### src/rtl/mem_pkg.sv
// mem_pkg: shared types and constants for the MEM-stage controller.
//   mem_state_e     : controller FSM states
//   memwb_t         : MEM/WB register contents
//   ACK_TIMEOUT_DEF : default ack wait limit (0 = wait forever)
//   READ_ERR_VAL_DEF: default data returned by a timed-out access
//   cnt_w()         : wait-counter width for a given timeout
package mem_pkg;

  typedef enum logic [1:0] {
    IDLE = 2'd0,
    BUSY = 2'd1,
    DONE = 2'd2
  } mem_state_e;

  localparam int unsigned ACK_TIMEOUT_DEF  = 255;
  localparam logic [31:0] READ_ERR_VAL_DEF = 32'hDEADBEEF;

  typedef struct packed {
    logic        reg_write;
    logic        mem_to_reg;
    logic [31:0] read_data;
    logic [31:0] alu_result;
    logic [4:0]  reg_dst;
  } memwb_t;

  // Width of the wait counter. A disabled timeout still needs a
  // one-bit counter so the vector is legal.
  function automatic int unsigned cnt_w(input int unsigned timeout);
    return (timeout == 0) ? 1 : $clog2(timeout + 1);
  endfunction

endpackage

### src/rtl/mem_access_stage_mem_wb_reg.sv
// mem_wb_reg: MEM/WB pipeline register.
//   clk, rst_n : clock, synchronous active-low reset
//   bubble_i   : load all-zero (no writeback) instead of d_i
//   d_i        : fields selected by the MEM-stage controller
//   q_o        : registered MEM/WB fields
import mem_pkg::*;

module mem_wb_reg (
  input  logic   clk,
  input  logic   rst_n,
  input  logic   bubble_i,
  input  memwb_t d_i,
  output memwb_t q_o
);

  memwb_t q_q;

  always_ff @(posedge clk) begin
    if (!rst_n)        q_q <= '0;
    else if (bubble_i) q_q <= '0;
    else               q_q <= d_i;
  end

  assign q_o = q_q;

endmodule

### src/rtl/mem_access_stage.sv
// mem_access_stage: MEM-stage controller between EX/MEM and writeback.
//   EX/MEM inputs : wb_RegWrite, wb_MemToReg, mem_MemRead, mem_MemWrite,
//                   AluResult (byte address), MuxForwardB (store data), MuxRegDst
//   Data memory   : dmem_req/we/addr/wdata (registered), dmem_rdata, dmem_ack
//   Hazard        : mem_stall (combinational) freezes PC..EX/MEM
//   mem_err       : one-cycle pulse when an access times out
//   MEM/WB outputs: wb_RegWrite_out, wb_MemToReg_out, ReadData_out,
//                   AluResult_out, MuxRegDst_out
import mem_pkg::*;

module mem_access_stage #(
  parameter int unsigned ACK_TIMEOUT  = ACK_TIMEOUT_DEF,
  parameter logic [31:0] READ_ERR_VAL = READ_ERR_VAL_DEF
) (
  input  logic        clk,
  input  logic        rst_n,
  input  logic        wb_RegWrite,
  input  logic        wb_MemToReg,
  input  logic        mem_MemRead,
  input  logic        mem_MemWrite,
  input  logic [31:0] AluResult,
  input  logic [31:0] MuxForwardB,
  input  logic [4:0]  MuxRegDst,
  output logic        dmem_req,
  output logic        dmem_we,
  output logic [31:0] dmem_addr,
  output logic [31:0] dmem_wdata,
  input  logic [31:0] dmem_rdata,
  input  logic        dmem_ack,
  output logic        mem_stall,
  output logic        mem_err,
  output logic        wb_RegWrite_out,
  output logic        wb_MemToReg_out,
  output logic [31:0] ReadData_out,
  output logic [31:0] AluResult_out,
  output logic [4:0]  MuxRegDst_out
);

  localparam int unsigned CW = cnt_w(ACK_TIMEOUT);

  mem_state_e  state_q, state_d;
  logic [CW-1:0] cnt_q, cnt_d;
  logic        req_q, req_d, we_q, we_d, err_q, err_d;
  logic [31:0] addr_q, addr_d, wdata_q, wdata_d, rdata_q, rdata_d;
  logic        rw_q, rw_d, m2r_q, m2r_d;
  logic [4:0]  dst_q, dst_d;

  logic        stall, wb_bubble, timeout_hit;
  logic [CW:0] cnt_nxt;
  memwb_t      wb_d, wb_q;

  // One extra bit so the compare against ACK_TIMEOUT cannot wrap.
  assign cnt_nxt     = {1'b0, cnt_q} + {{CW{1'b0}}, 1'b1};
  assign timeout_hit = (ACK_TIMEOUT != 0) && (cnt_nxt == (CW+1)'(ACK_TIMEOUT));

  always_comb begin
    state_d   = state_q;
    cnt_d     = cnt_q;
    req_d     = req_q;
    we_d      = we_q;
    addr_d    = addr_q;
    wdata_d   = wdata_q;
    rdata_d   = rdata_q;
    err_d     = 1'b0;
    rw_d      = rw_q;
    m2r_d     = m2r_q;
    dst_d     = dst_q;
    stall     = 1'b0;
    wb_bubble = 1'b1;
    wb_d      = '0;
    case (state_q)
      IDLE: begin
        if (mem_MemRead || mem_MemWrite) begin
          // Read+write together is issued as a write.
          stall   = 1'b1;
          req_d   = 1'b1;
          we_d    = mem_MemWrite;
          addr_d  = AluResult;
          wdata_d = MuxForwardB;
          rw_d    = wb_RegWrite;
          m2r_d   = wb_MemToReg;
          dst_d   = MuxRegDst;
          cnt_d   = '0;
          state_d = BUSY;
        end else begin
          wb_bubble = 1'b0;
          wb_d      = '{wb_RegWrite, wb_MemToReg, 32'h0, AluResult, MuxRegDst};
        end
      end
      BUSY: begin
        stall = 1'b1;
        cnt_d = cnt_nxt[CW-1:0];
        if (dmem_ack) begin
          rdata_d = we_q ? 32'h0 : dmem_rdata;
          req_d   = 1'b0;
          state_d = DONE;
        end else if (timeout_hit) begin
          rdata_d = READ_ERR_VAL;
          req_d   = 1'b0;
          err_d   = 1'b1;
          state_d = DONE;
        end
      end
      DONE: begin
        // EX/MEM advances on this edge, so the op is not seen again.
        wb_bubble = 1'b0;
        wb_d      = '{rw_q, m2r_q, rdata_q, addr_q, dst_q};
        state_d   = IDLE;
      end
      default: state_d = IDLE;
    endcase
  end

  always_ff @(posedge clk) begin
    if (!rst_n) begin
      state_q <= IDLE;
      cnt_q   <= '0;
      req_q   <= 1'b0;
      we_q    <= 1'b0;
      addr_q  <= '0;
      wdata_q <= '0;
      rdata_q <= '0;
      err_q   <= 1'b0;
      rw_q    <= 1'b0;
      m2r_q   <= 1'b0;
      dst_q   <= '0;
    end else begin
      state_q <= state_d;
      cnt_q   <= cnt_d;
      req_q   <= req_d;
      we_q    <= we_d;
      addr_q  <= addr_d;
      wdata_q <= wdata_d;
      rdata_q <= rdata_d;
      err_q   <= err_d;
      rw_q    <= rw_d;
      m2r_q   <= m2r_d;
      dst_q   <= dst_d;
    end
  end

  mem_wb_reg u_mem_wb (
    .clk      (clk),
    .rst_n    (rst_n),
    .bubble_i (wb_bubble),
    .d_i      (wb_d),
    .q_o      (wb_q)
  );

  // Never stall while reset is asserted, whatever state is left over.
  assign mem_stall       = rst_n & stall;
  assign dmem_req        = req_q;
  assign dmem_we         = we_q;
  assign dmem_addr       = addr_q;
  assign dmem_wdata      = wdata_q;
  assign mem_err         = err_q;
  assign wb_RegWrite_out = wb_q.reg_write;
  assign wb_MemToReg_out = wb_q.mem_to_reg;
  assign ReadData_out    = wb_q.read_data;
  assign AluResult_out   = wb_q.alu_result;
  assign MuxRegDst_out   = wb_q.reg_dst;

endmodule

### config.mk
export PLATFORM = sky130hd
export DESIGN_NAME = mem_access_stage
export DESIGN_NICKNAME = d
export VERILOG_FILES = /design/src/rtl/mem_pkg.sv /design/src/rtl/mem_access_stage_mem_wb_reg.sv /design/src/rtl/mem_access_stage.sv
export SDC_FILE = /design/constraint.sdc
export NUM_CORES = 1
export LEC_CHECK = 0
export CAP_MARGIN = 20
export CORE_ASPECT_RATIO = 0.8
export CORE_MARGIN = 2
export CORE_UTILIZATION = 48
export CTS_CLUSTER_DIAMETER = 50
export DETAILED_ROUTE_END_ITERATION = 7
export MAX_ROUTING_LAYER = met4
export PLACE_DENSITY = 0.81
export SETUP_SLACK_MARGIN = 0.1
export SLEW_MARGIN = 5
export SYNTH_ARGS = -nofsm -noshare
export SYNTH_HDL_FRONTEND = slang
export SYNTH_SLANG_ARGS = --single-unit
### constraint.sdc
create_clock -name clk -period 2.41 [get_ports clk]
set_input_delay 0.723 -clock clk [delete_from_list [all_inputs] [get_ports clk]]
set_output_delay 0.723 -clock clk [all_outputs]
set_load 0.02 [all_outputs]
=== Word-level counts from Yosys, hierarchy flattened ===
Index checks and enable logic that the tools add are counted.

* Bits in writable memories: 0
* Input bits: 108
* Word-level logic and storage cells: 55
* Register bits: 187
* Memories kept: 0
* Memory bits (read-only): 0
* Bits in latches: 0
* Output and inout port bits: 139

* Bitwise gates (word level): 3
* Divide/modulo/power cells: 0
* $add $sub $neg: 1
* Multiplexer cells: 19
* $lt $le $gt $ge: 0
* Equality and inequality tests: 5
* Reduce and logical (&&, ||, !) cells: 11
* Multipliers: 0
* Shifts and indexed selects: 0

{| class="wikitable"
|+ Operators by type and width
! operator !! number
|-
| one-hot mux 71 bit (2 select lines) || 1
|-
| two-way mux 32 bit || 3
|-
| two-way mux 71 bit || 1
|-
| one-hot mux 8 bit (2 select lines) || 1
|-
| adder 8 x 1 -> 9 bit (second input constant) || 1
|-
| equality test 9 x 8 -> 1 bit (second input constant) || 1
|-
| two-way mux 8 bit || 1
|-
| AND reduction 2 bit || 4
|-
| two-way mux 2 bit || 3
|-
| one-hot mux 1 bit (2 select lines) || 3
|-
| two-way mux 1 bit || 5
|-
| one-hot mux 2 bit (2 select lines) || 1
|-
| nonzero test 2 bit || 2
|-
| inequality test 3 bit (second input constant) || 1
|-
| AND reduction 3 bit || 1
|-
| OR reduction 3 bit || 1
|-
| equality test 2 x 1 -> 1 bit (second input constant) || 1
|-
| equality test 2 bit (second input constant) || 1
|-
| logical NOT 2 bit || 1
|-
| inequality test 2 bit (second input constant) || 1
|-
| NOT 1 bit || 2
|-
| OR reduction 2 bit || 1
|-
| AND 1 bit || 1
|-
| logical OR 1 bit || 1
|}

=== Logic depth before layout (Yosys ltp) ===
* Depth in word-level cells: 5
* Depth in mapped cells: 7
* Gate-level depth less buffers: 6

=== By module ===
From an unflattened synthesis, not the netlist that was laid out.

* Cell total of the unflattened synthesis: 756
* Area total of the unflattened synthesis: 7322.0 µm²

{| class="wikitable"
|+ By module, submodules not included
! module !! instances !! area each (µm²) !! cells each
|-
| mem_access_stage || 1 || 5119.9 || 600
|-
| mem_wb_reg || 1 || 2202.1 || 156
|}

=== Worst setup path after synthesis ===
OpenSTA, ideal clock, no wires.

* Path kind: input to output
* Start: in rst_n
* End: out mem_stall
* Required time: 1.687 ns
* Cell stages on the path: 2
* Arrival time: 1.455 ns
* Setup slack: 0.232 ns
* Buffers on the path: 1
* Path through: buf_2 -> nor3b_1

* Word-level cells in the longest chain between the ends: 1

{| class="wikitable"
|+ Ends and longest elaborated chain
! what !! line !! source
|-
| start: declaration || mem_access_stage.sv:16 || <nowiki>input logic rst_n,</nowiki>
|-
| AND 1 bit || mem_access_stage.sv:151 || <nowiki>assign mem_stall = rst_n & stall;</nowiki>
|-
| end: declaration || mem_access_stage.sv:30 || <nowiki>output logic mem_stall,</nowiki>
|}

No other way between the ends.

=== Worst setup path after layout ===
* Start: in mem_MemWrite
* End: out mem_stall

* Word-level cells in the longest chain between the ends: 4

{| class="wikitable"
|+ Ends and longest elaborated chain
! what !! line !! source
|-
| start: declaration || mem_access_stage.sv:20 || <nowiki>input logic mem_MemWrite,</nowiki>
|-
| logical OR 1 bit || mem_access_stage.sv:73 || <nowiki>if (mem_MemRead || mem_MemWrite) begin</nowiki>
|-
| two-way mux 1 bit || mem_access_stage.sv:73 ||
|-
| one-hot mux 1 bit (2 select lines) || mem_access_stage.sv:71 || <nowiki>case (state_q)</nowiki>
|-
| AND 1 bit || mem_access_stage.sv:151 ||
|}

No other way between the ends.

==> run summary <==
The final hold violation count was 0. The worst hold path belongs to the class flop to flop. The post-route cell area is 10240 um2.

The area of the core came out at 14300 um2. The global router's overall resource usage came out at 0.2466. For this run, the post-layout net count is 1099. The commonest cells after synthesis are sky130_fd_sc_hd__dfxtp_1 (187), sky130_fd_sc_hd__nand2_1 (154), sky130_fd_sc_hd__nor2_1 (71). The most critical setup path has its startpoint at mem_MemWrite. The proportion of netlist area held by the largest area contributor came out at 0.5340. The worst hold path begins at dst_q[4]$_SDFFE_PN0P_. TritonCTS built the clock tree.

The number of antenna-violating nets in the routed design is 0. The count of hold buffers inserted by post-cts repair is 0. The total I/O pin count came out at 247. In this run the critical register-to-register path is captured at rdata_q[19]$_SDFFE_PN0P_. The maximum clock insertion buffer count came out at 2.

By startpoint and endpoint, the worst setup path is classified as input port to primary output. The post-synthesis area per instance is 9.176 um2. The relative slew slack came out at 0.5877. The routed length per placed instance came out at 15.58 um. For the worst flop-to-flop path, the logic depth is 5. The initial utilization of the core area, before any placement, comes to 0.4903. The count of vias placed by the detailed router is 6185. The pin count of the biggest net entering global routing is 73.

Setup repair after global routing left no endpoint under its margin. The weighted congestion reported at the end of routability-driven placement came out at 0.8165. The post-CTS clock slew at the launch and capture registers of the worst setup and hold paths came out at 60 ps. In this run the core area contains 39 standard-cell rows.

The first global-routing pass estimated 30.13 mm of wire. The sum of routed wire length over all layers is 18.50 mm. The number of global-route vias before repair was 6066. The die covers 15590 um2. The die is 112.1 um tall. Between clock sinks in the finished design, the worst skew comes to 8.463 ps. The layout overhead on the synthesized area came out at 46.10%. In this run, placement finished with an instance count of 1154. The width of the die is 139.1 um. In the synthesized netlist the dominant register cell turns out to be sky130_fd_sc_hd__dfxtp_1. The net count of the mapped netlist is 874. The largest total area in the synthesized netlist belongs to sky130_fd_sc_hd__dfxtp_1. The share of synthesized registers carrying an async set or reset is 0. The number of pins with negative max-slew slack in the final report is 0. The total cell area at the placement stage came out at 9607 um2. The clock tree synthesis step divided the H-tree into 4 levels. The maximum net fanout on the critical path came out at 2. The clock latency on the worst-skew pair is 430 ps. The total power density per cell area came out at 719.6 nW/um2. The number of clock sinks seen by CTS is 187.

The worst setup path is captured at a primary output. The flip-flop and latch count after synthesis came out at 187. The share of the cycle needed by the critical path after routing came out at 0.9087. The buffers inserted during post-CTS setup optimization came out at 0. Of the synthesized area, sequential elements account for 0.5340. The mapped netlist covers 7010 um2. Based on the critical path, the design can be clocked at up to 456.6 MHz. The reg-to-reg setup timing slack is 750 ps. The startpoint type of the worst setup path is an input port. The via density per instance is 5.211. The run finished with clean final reports. The tree is rooted in a sky130_fd_sc_hd__clkbuf_16.

The number of flops mapped to enable cells by yosys came out at 0. The number of antenna violations at the first check in global routing came out at 1. Excluding fillers, the count of instances in the completed layout stands at 1187.

IR analysis of the VDD net gives a maximum drop of 576.2 uV. The post-synthesis cell count is 764. The leakage power figure is 3.842 nW. The remaining routing DRC violations came out at 0. The startpoint identified for the worst register-to-register timing path is state_q[0]$_SDFFE_PN0P_. The final critical delay including setup and external delays came out at 2190 ps.

The most critical setup path has its endpoint at mem_stall. The number of port buffers is 246. After routing, the total negative slack on setup checks comes to 0 ps. The half-perimeter wire length of the detailed placement result is 12.08 mm.

For the pin with the worst max-slew slack, the measured transition is 618.4 ps. The fraction of layout cells with a size suffix above 1 is 0.07984. For this run, the number of Yosys warnings is 0. The number of violations reported at the end of detailed-routing iteration 0 came out at 325. The most common cell in the synthesized netlist is sky130_fd_sc_hd__dfxtp_1.

The data required time at the worst endpoint is 1690 ps. The number of max-cap violations is 0. The first-pass iteration count of the detailed router is 5.

The signal arrival time at the worst endpoint is 1470 ps. The total setup violations reported at the end of the flow is 0. Yosys mapped the design onto 43 distinct sky130hd cell types. The CTS buffer count is 17. Global routing finished with a remaining overflow of 0. By area the synthesized netlist is led by sky130_fd_sc_hd__dfxtp_1 (53%), sky130_fd_sc_hd__nand2_1 (8.2%), sky130_fd_sc_hd__a21boi_0 (6.4%), sky130_fd_sc_hd__a22oi_1 (4.3%), sky130_fd_sc_hd__nor2_1 (3.8%).
[power by group]
| part | total (W) | switching (W) | internal (W) |
|---|---|---|---|
| clock | 0.00298 | 0.00121 | 0.00178 |
| combinational | 0.00107 | 0.000547 | 0.000522 |
| sequential | 0.00332 | 0.0000858 | 0.00323 |
[logic make-up after synthesis]
logic type | after synthesis | share of synthesized area
flops | 187 | 0.5340
compound gates | 198 | 0.2003
fa+ha+maj | 2 | 0.003569
simple gates | 310 | 0.2033
xor+xnor | 3 | 0.003749
buf+inv | 64 | 0.05515
[worst max-delay path: stages]
cell and delay (ps):
sky130_fd_sc_hd__dlygate4sd2_1 270, sky130_fd_sc_hd__nor3_4 220, sky130_fd_sc_hd__nor3b_2 70, sky130_fd_sc_hd__buf_4 180
[timing repair]
action,4_1_cts,5_1_grt
setup endpoints to repair,1,0
resized for setup,3,0
endpoints found under the hold margin,0,0
[placed cells by master (no fill, tap or decap), types with 10 or more instances in the layout]
master,n
sky130_fd_sc_hd__dfxtp_1,187
sky130_fd_sc_hd__nor2_2,10
sky130_fd_sc_hd__and3_1,26
sky130_fd_sc_hd__o221ai_1,24
sky130_fd_sc_hd__nor2_1,71
sky130_fd_sc_hd__a21oi_1,33
sky130_fd_sc_hd__clkbuf_16,17
sky130_fd_sc_hd__a21boi_0,60
sky130_fd_sc_hd__clkdlybuf4s50_1,242
sky130_fd_sc_hd__o21ai_0,14
sky130_fd_sc_hd__a21boi_1,14
sky130_fd_sc_hd__nand2_1,154
sky130_fd_sc_hd__a22oi_1,40
sky130_fd_sc_hd__buf_4,17
sky130_fd_sc_hd__nor2b_1,27
[cell type report]
cell class	count	area, um2
clock inverter	13	187.7
antenna	1	2.502
tap	184	230.2
clock buffer	19	442.9
sequential	187	3744
fill	1079	4055
multi-input combinational	513	2904
timing repair buffer	269	2728
inverter	1	3.754
[worst min-delay path by stage]
stage / end / slack [ps] / cells past startpoint
detailed placement: dst_q[4]$_SDFFE_PN0P_ / 450 / 2
global placement: dst_q[4]$_SDFFE_PN0P_ / 440 / 2
finish: dst_q[4]$_SDFFE_PN0P_ / 450 / 2
global route: dst_q[4]$_SDFFE_PN0P_ / 470 / 2
CTS: dst_q[4]$_SDFFE_PN0P_ / 460 / 2
floorplan: dst_q[4]$_SDFFE_PN0P_ / 430 / 2
[through the flow]
stage                       util  hold slack [ps]  setup WS (ps)  total power [W]
after CTS                 0.7162            455.3          223.6         0.007430
final                     0.7164            454.2          220.0         0.007370
after global placement    0.6719            442.7         -37.61         0.004430
after floorplan                -            434.7          231.7         0.003947
after detailed placement  0.6719            446.6         -48.91         0.004449
after global routing      0.7164            474.8          181.5         0.007694
[routing by layer]
| layer | routed length (um) | GRT usage |
|---|---|---|
| met3 | 1257 | 0.07210 |
| met1 | 7830 | 0.2953 |
| met4 | 436 | 0.09091 |
| met2 | 8974 | 0.3980 |
| met5 | 0 | - |
[registers in the layout (all words and copies together) (netlist names)]
name and cells:
dmem_req 1, u_mem_wb.q_o 71, rdata_q 32, m2r_q 1, state_q 2, dmem_wdata 32
rw_q 1, cnt_q 8, dmem_addr 32, mem_err 1, dmem_we 1, dst_q 5
(Power assumes the default switching activity.)
